--- config.mk ---
export PLATFORM = sky130hd
export DESIGN_NAME = dw_arb_wrr
export DESIGN_NICKNAME = d
export VERILOG_FILES = /design/src/rtl/dw_arb_pkg.sv /design/src/rtl/dw_arb_rr_pick.sv /design/src/rtl/dw_arb_wrr.sv
export SDC_FILE = /design/constraint.sdc
export NUM_CORES = 1
export LEC_CHECK = 0
export BUFFER_PORTS_ARGS = -buffer_cell sky130_fd_sc_hd__buf_2
export CORE_MARGIN = 2
export CORE_UTILIZATION = 51
export DETAILED_ROUTE_END_ITERATION = 10
export MAX_ROUTING_LAYER = met4
export PLACE_DENSITY = 0.8
export SLEW_MARGIN = 10
export SYNTH_ARGS = -nofsm -noshare
export SYNTH_HDL_FRONTEND = slang
export SYNTH_SLANG_ARGS = --single-unit
--- constraint.sdc ---
create_clock -name clk -period 3.55 [get_ports clk]
set_input_delay 0.355 -clock clk [delete_from_list [all_inputs] [get_ports clk]]
set_output_delay 0.355 -clock clk [all_outputs]
set_load 0.005 [all_outputs]
--- src/rtl/dw_arb_pkg.sv ---
// Shared types and helpers for the weighted round-robin arbiter.
package dw_arb_pkg;

  typedef enum logic [0:0] {
    IDLE  = 1'b0,
    GRANT = 1'b1
  } arb_state_e;

  function automatic int clog2(input int value);
    int res;
    res = 32'sd0;
    for (int v = value - 32'sd1; v > 32'sd0; v = v >>> 32'sd1) begin
      res = res + 32'sd1;
    end
    return res;
  endfunction

endpackage

--- src/rtl/dw_arb_rr_pick.sv ---
// Combinational rotating-priority picker: first set bit of req searching
// from ptr+1 upwards, wrapping modulo N.
module dw_arb_rr_pick
  import dw_arb_pkg::*;
#(
  parameter int N  = 4,
  parameter int IW = 2
) (
  input  logic [N-1:0]  req,
  input  logic [IW-1:0] ptr,
  output logic          valid,
  output logic [N-1:0]  onehot,
  output logic [IW-1:0] index
);

  localparam logic [IW+1:0] N_V = (IW+2)'(N);

  logic [2*N-1:0] dbl_s;
  logic [N-1:0]   rot_s;
  logic [IW+1:0]  start_s;
  logic [IW+1:0]  off_s;
  logic [IW+1:0]  sum_s;

  // Rotate the doubled request so bit 0 is the client just after ptr, then
  // priority-encode the lowest set bit and map it back to a client index.
  always_comb begin
    dbl_s   = {req, req};
    start_s = {2'b00, ptr} + (IW+2)'(1'b1);
    rot_s   = N'(dbl_s >> start_s);
    off_s   = '0;
    for (int j = N - 1; j >= 0; j--) begin
      off_s = rot_s[j] ? (IW+2)'(j) : off_s;
    end
    sum_s = start_s + off_s;
    if (sum_s >= N_V) begin
      sum_s = sum_s - N_V;
    end else begin
      sum_s = sum_s;
    end
    valid  = |rot_s;
    index  = valid ? sum_s[IW-1:0] : '0;
    onehot = valid ? (N'(1'b1) << index) : '0;
  end

endmodule

--- src/rtl/dw_arb_wrr.sv ---
// Weighted round-robin arbiter with per-client burst credit and grant lock.
// All outputs come straight from registers.
module dw_arb_wrr
  import dw_arb_pkg::*;
#(
  parameter int  N  = 4,
  parameter int  WW = 4,
  localparam int IW = (clog2(N) < 1) ? 1 : clog2(N)
) (
  input  logic          clk,
  input  logic          rst,
  input  logic          init_n,
  input  logic          enable,
  input  logic [N-1:0]  request,
  input  logic [N-1:0]  mask,
  input  logic [N-1:0]  lock,
  input  logic [N*WW-1:0] weight,
  output logic          granted,
  output logic [N-1:0]  grant,
  output logic [IW-1:0] grant_index
);

  localparam logic [WW-1:0] CNT_ONE  = WW'(1'b1);
  localparam logic [IW-1:0] PTR_LAST = IW'(N - 1);

  arb_state_e    state_r, state_nxt_s;
  logic [N-1:0]  grant_r, grant_nxt_s;
  logic [IW-1:0] gidx_r, gidx_nxt_s;
  logic [IW-1:0] ptr_r, ptr_nxt_s;
  logic [WW-1:0] cnt_r, cnt_nxt_s;

  logic [N-1:0]  mreq_s;
  logic          pick_valid_s;
  logic [N-1:0]  pick_onehot_s;
  logic [IW-1:0] pick_index_s;
  logic [WW-1:0] weight_sel_s;
  logic          hold_s;

  assign mreq_s = request & ~mask;

  dw_arb_rr_pick #(.N(N), .IW(IW)) u_pick (
    .req    (mreq_s),
    .ptr    (ptr_r),
    .valid  (pick_valid_s),
    .onehot (pick_onehot_s),
    .index  (pick_index_s)
  );

  // Hold decision and credit of the candidate winner (weight 0 counts as 1).
  always_comb begin
    weight_sel_s = weight[pick_index_s*WW +: WW];
    if (weight_sel_s == '0) begin
      weight_sel_s = CNT_ONE;
    end else begin
      weight_sel_s = weight_sel_s;
    end
    hold_s = (state_r == GRANT) && enable && mreq_s[gidx_r] &&
             (lock[gidx_r] || (cnt_r > CNT_ONE));
  end

  // Next-state: disable clears, hold burns credit, otherwise re-arbitrate.
  always_comb begin
    state_nxt_s = state_r;
    grant_nxt_s = grant_r;
    gidx_nxt_s  = gidx_r;
    ptr_nxt_s   = ptr_r;
    cnt_nxt_s   = cnt_r;
    if (!enable) begin
      state_nxt_s = IDLE;
      grant_nxt_s = '0;
      gidx_nxt_s  = '0;
      cnt_nxt_s   = '0;
    end else if (hold_s) begin
      cnt_nxt_s = (cnt_r > CNT_ONE) ? (cnt_r - CNT_ONE) : CNT_ONE;
    end else if (pick_valid_s) begin
      state_nxt_s = GRANT;
      grant_nxt_s = pick_onehot_s;
      gidx_nxt_s  = pick_index_s;
      ptr_nxt_s   = pick_index_s;
      cnt_nxt_s   = weight_sel_s;
    end else begin
      state_nxt_s = IDLE;
      grant_nxt_s = '0;
      gidx_nxt_s  = '0;
      cnt_nxt_s   = '0;
    end
  end

  // State registers; init_n is a synchronous clear with top priority.
  always_ff @(posedge clk or posedge rst) begin
    if (rst) begin
      state_r <= IDLE;
      grant_r <= '0;
      gidx_r  <= '0;
      ptr_r   <= PTR_LAST;
      cnt_r   <= '0;
    end else if (!init_n) begin
      state_r <= IDLE;
      grant_r <= '0;
      gidx_r  <= '0;
      ptr_r   <= PTR_LAST;
      cnt_r   <= '0;
    end else begin
      state_r <= state_nxt_s;
      grant_r <= grant_nxt_s;
      gidx_r  <= gidx_nxt_s;
      ptr_r   <= ptr_nxt_s;
      cnt_r   <= cnt_nxt_s;
    end
  end

  assign granted     = (state_r == GRANT);
  assign grant       = grant_r;
  assign grant_index = gidx_r;

endmodule

== After elaboration in Yosys (flattened, before gate mapping) ==
Cells that the tools add are included.

* Register bits after elaboration: 13
* Input bits: 32
* Output and inout port bits: 7
* Logic and storage cells: 60

* Add/sub/neg operators: 4
* Order comparisons: 3
* Equal/unequal tests: 4
* Shift operators: 3
* Mux-type cells: 32
* Bitwise logic cells: 2
* Reduce and logical (&&, ||, !) cells: 7

{| class="wikitable"
|+ Operators by type and width
! cell !! count
|-
| $mux 4 || 13
|-
| $mux 2 || 11
|-
| $shiftx 16x5->4 || 1
|-
| $shr 8x4->4 || 1
|-
| $mux 1 || 6
|-
| $add 3x4->4 || 1
|-
| $and 4x4->4 || 1
|-
| $bmux 1 s2 || 2
|-
| $ge 4x3->1 const B || 1
|-
| $gt 4x1->1 const B || 1
|-
| $logic_not 4->1 || 1
|-
| $ne 2x1->1 const B || 2
|-
| $not 4->4 || 1
|-
| $reduce_or 4->1 || 1
|-
| $shl 1x2->4 const A || 1
|-
| $sub 4x1->4 const B || 1
|-
| $add 2x1->3 const B || 1
|-
| $logic_and 1x1->1 || 3
|-
| $lt 2x3->1 const B || 1
|-
| $ne 3x3->1 const B || 1
|-
| $reduce_and 3->1 || 1
|-
| $ne 2x2->1 const B || 1
|-
| $sub 2x1->2 const B || 1
|-
| $logic_or 1x1->1 || 1
|}

== Logic depth before layout (Yosys ltp) ==
Gate-level depths: netlist (run 1).

* Depth in word-level cells: 18
* Depth in mapped cells: 13
* Gate-level depth less buffers: 11

== Hierarchy ==
Synthesis (run 1) repeated with hierarchy kept, for this count alone.

* Cells, all modules: 142
* Area, all modules: 1330.0 um2

{| class="wikitable"
|+ By module, submodules not included
! module !! instances !! cells each !! area an instance (um2) !! sequential area each (um2)
|-
| dw_arb_wrr || 1 || 94 || 959.7 || 327.8
|-
| dw_arb_rr_pick || 1 || 48 || 370.4 || 0.0
|}

== Worst setup path after synthesis (run 1) ==
No wires, ideal clock.

* Path type: register to register
* Start: register ptr_r[0]
* End: register cnt_r[1]
* Setup time: 83 ps
* Arrival time: 2398 ps
* Required time: 3467 ps
* Setup slack: 1069 ps
* Cell stages (with the launch flop): 14
* Buffers on the path: 2
* Period minus slack after synthesis: 2481 ps
* Path through: dfstp_2 > clkbuf_1 > and3b_1 > a21o_1 > nand2_1 > nand2_1 > a31oi_1 > ha_1 > inv_1 > o41a_1 > buf_2 > mux2i_1 > mux2_2 > o22ai_1

* Cells in the longest elaborated chain, start to end: 17
* Elaborated cells between the ends (all ways): 19
* Classes of those cells: 3 x add/sub; 1 x order compare; 2 x shift; 11 x mux; 2 x reduce/logical

{| class="wikitable"
|+ RTL lines
! what !! RTL line !! source
|-
| from (decl) || dw_arb_wrr.sv:29 || <nowiki>logic [IW-1:0] ptr_r, ptr_nxt_s;</nowiki>
|-
| from (signal assigned) || dw_arb_wrr.sv:107 || <nowiki>ptr_r <= ptr_nxt_s;</nowiki>
|-
| $add 2x1->3 (*) || dw_arb_rr_pick.sv:28 || <nowiki>start_s = {2'b00, ptr} + (IW+2)'(1'b1);</nowiki>
|-
| $shr 8x4->4 || dw_arb_rr_pick.sv:29 || <nowiki>rot_s = N'(dbl_s >> start_s);</nowiki>
|-
| $mux 2 || dw_arb_rr_pick.sv:32 || <nowiki>off_s = rot_s[j] ? (IW+2)'(j) : off_s;</nowiki>
|-
| $mux 4 (3 in series) || dw_arb_rr_pick.sv:32 ||
|-
| $add 3x4->4 || dw_arb_rr_pick.sv:34 || <nowiki>sum_s = start_s + off_s;</nowiki>
|-
| $ge 4x3->1 or $sub 2x1->2 (tied branches) || dw_arb_rr_pick.sv:35, dw_arb_rr_pick.sv:36 ||
|-
| $mux 2 || dw_arb_rr_pick.sv:35 || <nowiki>if (sum_s >= N_V) begin</nowiki>
|-
| $mux 2 || dw_arb_rr_pick.sv:41 || <nowiki>index = valid ? sum_s[IW-1:0] : '0;</nowiki>
|-
| $shiftx 16x5->4 || dw_arb_wrr.sv:51 || <nowiki>weight_sel_s = weight[pick_index_s*WW +: WW];</nowiki>
|-
| $logic_not 4->1 || dw_arb_wrr.sv:52 || <nowiki>if (weight_sel_s == '0) begin</nowiki>
|-
| $mux 4 || dw_arb_wrr.sv:52 ||
|-
| $mux 4 (*) || dw_arb_wrr.sv:75 || <nowiki>end else if (pick_valid_s) begin</nowiki>
|-
| $mux 4 (*) || dw_arb_wrr.sv:73 || <nowiki>end else if (hold_s) begin</nowiki>
|-
| $mux 4 (*) || dw_arb_wrr.sv:68 || <nowiki>if (!enable) begin</nowiki>
|-
| $mux 4 (*) || dw_arb_wrr.sv:97 || <nowiki>end else if (!init_n) begin</nowiki>
|-
| to (signal assigned) || dw_arb_wrr.sv:108 || <nowiki>cnt_r <= cnt_nxt_s;</nowiki>
|-
| to (decl) || dw_arb_wrr.sv:30 || <nowiki>logic [WW-1:0] cnt_r, cnt_nxt_s;</nowiki>
|}

Mark *: on every way between the ends. The rest lies on a longest branch, timed or not.
A chain may end at the register's enable or synchronous reset.

== Worst setup path in the final report (run 1) ==
Same ends and word-level chain as after synthesis.

==> reports/metrics.cfg, run 1 <==
[status]
status=finished clean

[pwr]
power_frac_comb_pct=44.9
cellLeakagePower_uw=0.0006577
p_sw_uw=181.4
switching_share_pct=37.14
ir_worst_vdd_uv=231.2
clockPowerShare_pct=18.8
power_density_nw_per_um2=336.9
p_int_uw=307.1
sequentialPowerShare_pct=36.3
power.total_uw=488.6

[final_layout]
n_antenna_cell=0
drive_gt1_share_pct=29.83
area_delta_synth_final_pct=18.87
fin_util_pct=64.93
fillers=201
final_nets=217

[job]
maxCapViolCount=0

[setup_path]
crit_required_ns=3.76
crit_type=flop to flop
arrival_ns=3.00
end_kind=flop
crit_fanout=9
critPathLaunch=ptr_r[0]
rr_startpoint=ptr_r[0]
cp-start-kind=flop

[yosys]
synth_seq_cells=13
synth_cell_types=47
synth_edf_count=0
synth_flop_cell=dfrtp_1
netlist_area_sq_um=1220
syn_area_per_cell_sq_um=8.413
seq_area_frac_synth_pct=26.87
synth_cells=145
yosysWarnings=0
async_flop_share_pct=100.0
syn_nets=180

[clocking]
postCtsSetupBuffers=0
ctsResizeCount=0
cts.hold.buffers_added=0
insertion_delay_ns=0.28
cts_tree=yes
cts_made_buffers=3
clk_pin_slew_worst_paths_ns=0.08
root_buffer=clkbuf_4
cts_max_level=1
ctsLongestPathBuffers=2
clkSinkCount=13

[global_routing]
use_met2_pct=46.67
grtUsageTotal_pct=27.21
grt_pass1_vias=1275
busiest_layer=met2
antenna_found_initial=0
grt_pass1_wl_mm=5.402
grt_max_degree=15
overflow=0
globalRouteMet1Util_pct=32.50
grt.met3_usage_pct=3.955

[timing]
fin_crit_sh_pct=78.64
fin_worst_skew_ns=0.002406
fin_crit_ns=2.792
relSlewSlack_pct=48.64
fmax_mhz=358.2
fin_ws_ns=0.7583
setup_violations=0
hold_viol=0
tns_ns=0
rsz0062_at_grt=no
slew_violations=0
worst_slew_pin_slew_ns=0.7676

[floorplan]
start_util_pct=54.62
die_y_um=52.91
die_w_um=52.91
core_area_sq_um=2233
top_level_ports=39
dieArea_sq_um=2799
row_count=17

[drt]
drt-vias-per-instance=6.220
drc_errors=0
first_iter_violations=49
detail-route-antenna-nets=0
routed_wl_mm=3.221
dr.pass1.iters=4
routedWlPerCell_um=15.41
vias=1300

[place]
pre_cts_ws_ns=0.7299
port_buffers=38
place_congestion=0.9360
dp_hpwl_mm=2.570

[worst_hold_path]
hold_class=primary input to asynchronous set/reset pin

==> power groups by stage <==
stage	Combinational (uW)	Clock [uW]	Sequential, uW
after floorplan	164	0	174
after global placement	209	0	179
after detailed placement	217	0	180
after CTS	218	93.1	177
after global routing	242	101	180
final	219	91.8	178
==> placed cells by master (no fill, tap or decap), types with 2 or more instances in the layout <==
master and n:
o311ai_0 4, o21ai_0 6, nor3_1 8, a211o_1 2, a31oi_1 4, clkbuf_4 3
buf_2 38, mux2i_1 10, nor2_1 9, dfrtp_1 11, o31a_1 4, mux4_2 2
ha_1 3, a311oi_1 2, a21o_1 2, dfstp_2 2, inv_1 8, mux2_2 3
nand2_1 11, o32ai_1 2, o31ai_1 6, o22ai_1 2, nand3_1 3, nor2b_1 6
a21oi_1 6, buf_4 2
==> worst paths after layout <==
check	cells past startpoint	slack (ns)	to
max in group asynchronous	2	3.11	ptr_r[0]
max reg2reg	11	0.76	cnt_r[1]
min in group clk	2	0.37	grant_index[0]
min	2	0.08	cnt_r[1]
max	11	0.76	cnt_r[1]
min reg2reg	2	0.53	grant[2]
==> flip-flops by register name, indices dropped and copies added (netlist names) <==
name	cells
cnt_r	4
grant	4
grant_index	2
ptr_r	2
granted	1
==> logic make-up (layout without fill, tap and decap cells) <==
group	count (synthesis)	count (layout)	share of synthesized area, %
AOI/OAI and AO/OA	50	50	29.95
adders and majority gates	3	3	3.077
buffers and inverters	16	52	5.436
DFF	13	13	26.87
muxes	15	15	14.67
and+or+nand+nor	48	48	20.00
==> layer usage <==
layer	vias up	share of wire, %	wire, um
li1	633	-	-
met1	616	44	1430
met2	47	48	1547
met3	4	6.4	206
met4	0	1.1	37
met5	-	0	0
==> Yosys cell counts (4+ instances only) <==
cell / n / share of area [%]
nor2b_1: 6 / 3.1
a31oi_1: 4 / 2.1
nand2_1: 11 / 3.4
nor3_1: 8 / 3.3
dfrtp_1: 11 / 23
o31ai_1: 6 / 3.7
o311ai_0: 4 / 2.9
buf_2: 4 / 1.6
o31a_1: 4 / 2.9
mux2i_1: 10 / 8.2
a21oi_1: 6 / 2.5
inv_1: 8 / 2.5
nor2_1: 9 / 2.8
o21ai_0: 6 / 2.5
==> stage by stage <==
step                      hold slack, ns  cell area, sq um  instances
after global routing              0.1269              1450        209
after global placement            0.3955              1424        205
after detailed placement          0.4055              1424        205
after floorplan                   0.2305              1220        145
after CTS                         0.1029              1450        209
final                            0.08036              1450        209
==> final cells by class <==
type	count	area [sq um]	share of cell area, %
repair buffers	40	205.2	14.15
flip-flops and latches	13	327.8	22.61
inverters	8	30.03	2.071
multi-input cells	116	825.8	56.95
well taps	28	35.03	2.416
clock buffers	4	26.28	1.812
==> critical path, stage by stage (launching register included) <==
cell and delay, ns:
dfstp_2 0.41, nor3b_1 0.34, a21oi_1 0.09, o21ai_0 0.16
nand2_1 0.08, a31oi_1 0.18, ha_1 0.32, inv_1 0.08
o41a_1 0.46, mux2i_1 0.15, mux2_2 0.29, o22ai_1 0.14
Power figures use the tool's default switching activity.
==> run 2, diff against run 1 <==
Clock period 3.55 ns to 2.57 ns, I/O delays scaled along.
==> reports/metrics.cfg, run 2 (same netlist as run 1, synthesis figures left out) <==
[drt]
drt-vias-per-instance=6.120  ; -1.6%
first_iter_violations=37  ; -24%
detail-route-antenna-nets=0  ; unchanged
vias=1328  ; +2.2%
routedWlPerCell_um=14.96  ; -2.9%
drc_errors=0  ; unchanged
routed_wl_mm=3.247  ; +0.81%
dr.pass1.iters=4  ; unchanged

[timing]
fin_crit_sh_pct=93.95  ; +15 points
setup_violations=0  ; unchanged
fmax_mhz=414.2  ; +16%
fin_worst_skew_ns=0.002621  ; +0.0002149 ns
slew_violations=0  ; unchanged
fin_crit_ns=2.415  ; -0.3772 ns
rsz0062_at_grt=no
worst_slew_pin_slew_ns=0.6319  ; -0.1357 ns
hold_viol=0  ; unchanged
tns_ns=0  ; unchanged
relSlewSlack_pct=57.87  ; +9.2 points

[status]
status=finished clean

[floorplan]
top_level_ports=39  ; unchanged
die_y_um=52.91  ; unchanged
die_w_um=52.91  ; unchanged
core_area_sq_um=2233  ; unchanged
row_count=17  ; unchanged
start_util_pct=54.62  ; unchanged
dieArea_sq_um=2799  ; unchanged

[global_routing]
grtUsageTotal_pct=27.26  ; +0.045 points
antenna_found_initial=0  ; unchanged
grt_max_degree=15  ; unchanged
overflow=0  ; unchanged
grt_pass1_wl_mm=5.451  ; +0.91%
grt_pass1_vias=1235  ; -3.1%

[clocking]
insertion_delay_ns=0.27  ; about the same
root_buffer=clkbuf_4
cts_made_buffers=3  ; unchanged
ctsLongestPathBuffers=2  ; unchanged
clkSinkCount=13  ; unchanged
clk_pin_slew_worst_paths_ns=0.07  ; about the same
cts_tree=yes
cts_max_level=1  ; unchanged

[pwr]
p_sw_uw=258.3  ; +42%
switching_share_pct=36.34  ; -0.80 points
ir_worst_vdd_uv=449.0  ; +94%
clockPowerShare_pct=17.3  ; -1.5 points
sequentialPowerShare_pct=34.5  ; -1.8 points
power_frac_comb_pct=48.2  ; +3.3 points
power_density_nw_per_um2=466.1  ; +38%
cellLeakagePower_uw=0.0007020  ; +6.7%
p_int_uw=452.5  ; +47%

[setup_path]
critPathLaunch=ptr_r[0]
crit_required_ns=2.76  ; -1.00 ns
end_kind=flop
arrival_ns=2.61  ; -0.39 ns
r2r_setup_slack_ns=0.16  ; -0.60 ns
timing.rr.end=cnt_r[1]
crit_fanout=9  ; unchanged
rr_startpoint=ptr_r[0]
r2r_cells=12  ; +1
crit_type=flop to flop
cp-start-kind=flop

[final_layout]
register_area_sq_um=327.8  ; unchanged
drive_gt1_share_pct=33.33  ; +3.5 points
stdcell_area_sq_um=1525  ; +5.2%
area_delta_synth_final_pct=25.03
final_nets=225  ; +3.7%
fillers=196  ; -2.5%
multi_input_area_sq_um=840.8  ; +1.8%
layout_common_cells=38 x buf_2, 11 x nand2_1, 11 x dfrtp_1, 9 x nor2_1, 9 x mux2i_1
n_antenna_cell=0  ; unchanged
mostFrequentLayoutCell=buf_2

[place]
port_buffers=38  ; unchanged
place_congestion=0.8870  ; -5.2%
placed_area_sq_um=1454  ; +2.1%
dp_hpwl_mm=2.543  ; -1.1%

[worst_hold_path]
hold_class=primary input to flop
hold_path_depth=2
min_from=init_n
hold_end=grant_index[0]

[job]
maxCapViolCount=0  ; unchanged

## run 2: cell count changes in the layout (fill, tap and decap cells not counted)
cell / delta
nor3b_4: +1
dlygate4sd3_1: +1
mux2i_1: -1
mux2i_2: +1
buf_4: +6
clkbuf_2: +1
nor3b_1: -1
## run 2: final cells by class
type	count	share of cell area (%)
clock buffers	4	1.723
repair buffers	48	17.39
flip-flops and latches	13	21.49
well taps	28	2.297
multi-input cells	116	55.13
inverters	8	1.969
## run 2: per-stage QoR
step	cells	hold slack, ns	worst slack (ns)	total power, uW	utilization [%]
2_1_floorplan	145	0.1325	0.08883	467.7	-
3_3_place_gp	209	0.2887	0.1980	555.1	65.10
3_5_place_dp	209	0.3003	0.1247	566.7	65.10
4_1_cts	214	0.2726	0.09045	691.4	66.72
5_1_grt	217	0.2620	0.006380	764.9	68.29
6_report	217	0.2795	0.1555	710.8	68.29
## run 2: worst max path at each step
stage | slack (ns) | end
floorplan | 0.09 | cnt_r[1]
global placement | 0.20 | cnt_r[3]
detailed placement | 0.12 | cnt_r[3]
CTS | 0.09 | cnt_r[1]
global route | 0.006 | cnt_r[2]
finish | 0.16 | cnt_r[1]
## run 2: repair_timing
action,CTS,global route
resized for setup,0,4
hold buffers,1,0
setup endpoints to repair,0,6
endpoints found under the hold margin,11,0
setup buffers,0,3
## run 2: worst max-delay path, cell delays in order (launching register included)
cell     delay [ns]
dfstp_2        0.61
and3b_1        0.23
a21o_1         0.09
nand2_1        0.06
nand2_1        0.07
a31oi_1        0.08
ha_1           0.29
inv_1          0.06
o41a_1         0.13
buf_4          0.19
mux2i_1        0.10
mux2_2         0.27
o22ai_1        0.15
## run 2: power by group through the flow
stage	registers [uW]	logic, uW	clock network (uW)
after CTS	245	321	126
after detailed placement	249	318	0
after global routing	248	377	141
final	245	342	123
after global placement	247	308	0
after floorplan	241	227	0
## run 2: layer usage
| metal | vias up | global-route usage [%] | wire [um] |
|---|---|---|---|
| met5 | - | - | 0 |
| met4 | 0 | 10.26 | 46 |
| met3 | 5 | 1.695 | 246 |
| met2 | 64 | 46.25 | 1498 |
| met1 | 612 | 34.22 | 1456 |
| li1 | 647 | - | - |
==> run 3, diff against run 2 <==
Settings changed: CORE_UTILIZATION 51 to 54, PLACE_DENSITY 0.8 to 0.84.
Clock period 2.57 ns to 2.8 ns, I/O delays scaled along.
==> reports/metrics.cfg, run 3 (same netlist as run 1, synthesis figures left out) <==
[drt]
first_iter_violations=47  ; +27%
vias=1337  ; +0.68%
detail-route-antenna-nets=0  ; unchanged
drc_errors=0  ; unchanged
routed_wl_mm=3.306  ; +1.8%
drt-vias-per-instance=6.336  ; +3.5%
routedWlPerCell_um=15.67  ; +4.7%
dr.pass1.iters=4  ; unchanged

[timing]
tns_ns=0  ; unchanged
fin_worst_skew_ns=0.006146  ; +0.003524 ns
setup_violations=0  ; unchanged
fin_crit_ns=2.523  ; +0.1085 ns
fin_ws_ns=0.2770  ; +0.1215 ns
rsz0062_at_grt=no
hold_viol=0  ; unchanged
fin_crit_sh_pct=90.11  ; -3.8 points
slew_violations=0  ; unchanged
relSlewSlack_pct=57.22  ; -0.66 points
hold_ws_ns=0.007137  ; -0.2724 ns
fmax_mhz=396.3  ; -4.3%
worst_slew_pin_slew_ns=0.6418  ; +0.009854 ns

[worst_hold_path]
hold_class=primary input to asynchronous set/reset pin

[clocking]
cts_made_buffers=3  ; unchanged
clkSinkCount=13  ; unchanged
insertion_delay_ns=0.28  ; about the same
cts_tree=yes
ctsLongestPathBuffers=2  ; unchanged
cts.hold.buffers_added=0  ; -1
cts_max_level=1  ; unchanged
root_buffer=clkbuf_4
clk_pin_slew_worst_paths_ns=0.08  ; about the same

[floorplan]
top_level_ports=39  ; unchanged
die_w_um=51.53  ; -2.6%
row_count=17  ; unchanged
die_y_um=51.53  ; -2.6%
dieArea_sq_um=2655  ; -5.1%
core_area_sq_um=2170  ; -2.9%
start_util_pct=56.23  ; +1.6 points

[job]
maxCapViolCount=0  ; unchanged

[pwr]
power.total_uw=628.5  ; -12%
clockPowerShare_pct=18.2  ; +0.9 points
p_sw_uw=231.0  ; -11%
switching_share_pct=36.76  ; +0.41 points
power_density_nw_per_um2=427.5  ; -8.3%
sequentialPowerShare_pct=35.7  ; +1.2 points
ir_worst_vdd_uv=311.3  ; -31%
p_int_uw=397.5  ; -12%
power_frac_comb_pct=46.1  ; -2.1 points
cellLeakagePower_uw=0.0006693  ; -4.7%

[place]
pre_cts_ws_ns=0.2578  ; +0.1332 ns
port_buffers=38  ; unchanged
place_congestion=0.9495  ; +7.0%
dp_hpwl_mm=2.623  ; +3.1%

[status]
status=finished clean

[final_layout]
mostFrequentLayoutCell=buf_2
fin_util_pct=67.76  ; -0.53 points
drive_gt1_share_pct=31.15  ; -2.2 points
area_delta_synth_final_pct=20.51
layout_common_cells=38 x buf_2, 11 x nand2_1, 11 x dfrtp_1, 10 x mux2i_1, 9 x nor2_1
n_antenna_cell=0  ; unchanged
final_nets=219  ; -2.7%

[setup_path]
cp-start-kind=flop
r2r_cells=12  ; unchanged
end_kind=flop
arrival_ns=2.67  ; +0.06 ns
crit_type=flop to flop
crit_required_ns=2.95  ; +0.19 ns
crit_fanout=9  ; unchanged

[global_routing]
grtUsageTotal_pct=27.76  ; +0.50 points
overflow=0  ; unchanged
grt_max_degree=15  ; unchanged
grt_pass1_wl_mm=5.430  ; -0.39%
antenna_found_initial=0  ; unchanged
grt_pass1_vias=1315  ; +6.5%

==> run 3: layout make-up <==
type | instances | area, sq um
clock buffer | 4 | 26.28
fill | 192 | 699.4
inverter | 8 | 30.03
multi-input combinational | 116 | 830.8
sequential | 13 | 327.8
tap | 28 | 35.03
timing repair buffer | 42 | 220.2
==> run 3: power groups by stage <==
stage               combinational, uW  clock [uW]  sequential, uW
CTS                               288         116             223
detailed placement                286           0             227
global route                      321         121             227
floorplan                         208           0             221
finish                            290         114             224
global placement                  273           0             225
==> run 3: worst max-delay path, cell delays in order, from the launching register on <==
cell and delay [ns]:
dfstp_2 0.61, and3b_1 0.24, a21o_1 0.10, nand2_1 0.06, nand2_1 0.06, a31oi_1 0.08, ha_1 0.37, inv_1 0.08
o41a_1 0.13, buf_4 0.18, mux2i_1 0.22, mux2_2 0.17, o32ai_1 0.07
==> run 3: layer usage <==
layer	vias up	routed length [um]	track usage [%]
met3	7	324	2.299
met2	82	1648	48.50
met4	0	48	14.04
met1	611	1285	31.98
li1	637	-	-
met5	-	0	-
==> run 3: what timing repair did <==
item | 4_1_cts | 5_1_grt
buffers inserted | 0 | 0
gates resized for setup | 0 | 1
endpoints found under the setup margin | 0 | 1
==> run 3: through the flow <==
stage               area [sq um]  cells
floorplan                   1220    145
global placement            1439    207
detailed placement          1439    207
CTS                         1465    211
global route                1470    211
finish                      1470    211
==> run 3: final timing paths <==
check	from	to	slack, ns
setup / recovery	ptr_r[0]	cnt_r[3]	0.28
hold / removal	rst	granted	0.007
setup reg to reg	ptr_r[0]	cnt_r[3]	0.28
hold reg to reg	grant[3]	grant[3]	0.54
max in group asynchronous	rst	ptr_r[1]	2.44
min in group clk	init_n	ptr_r[0]	0.29
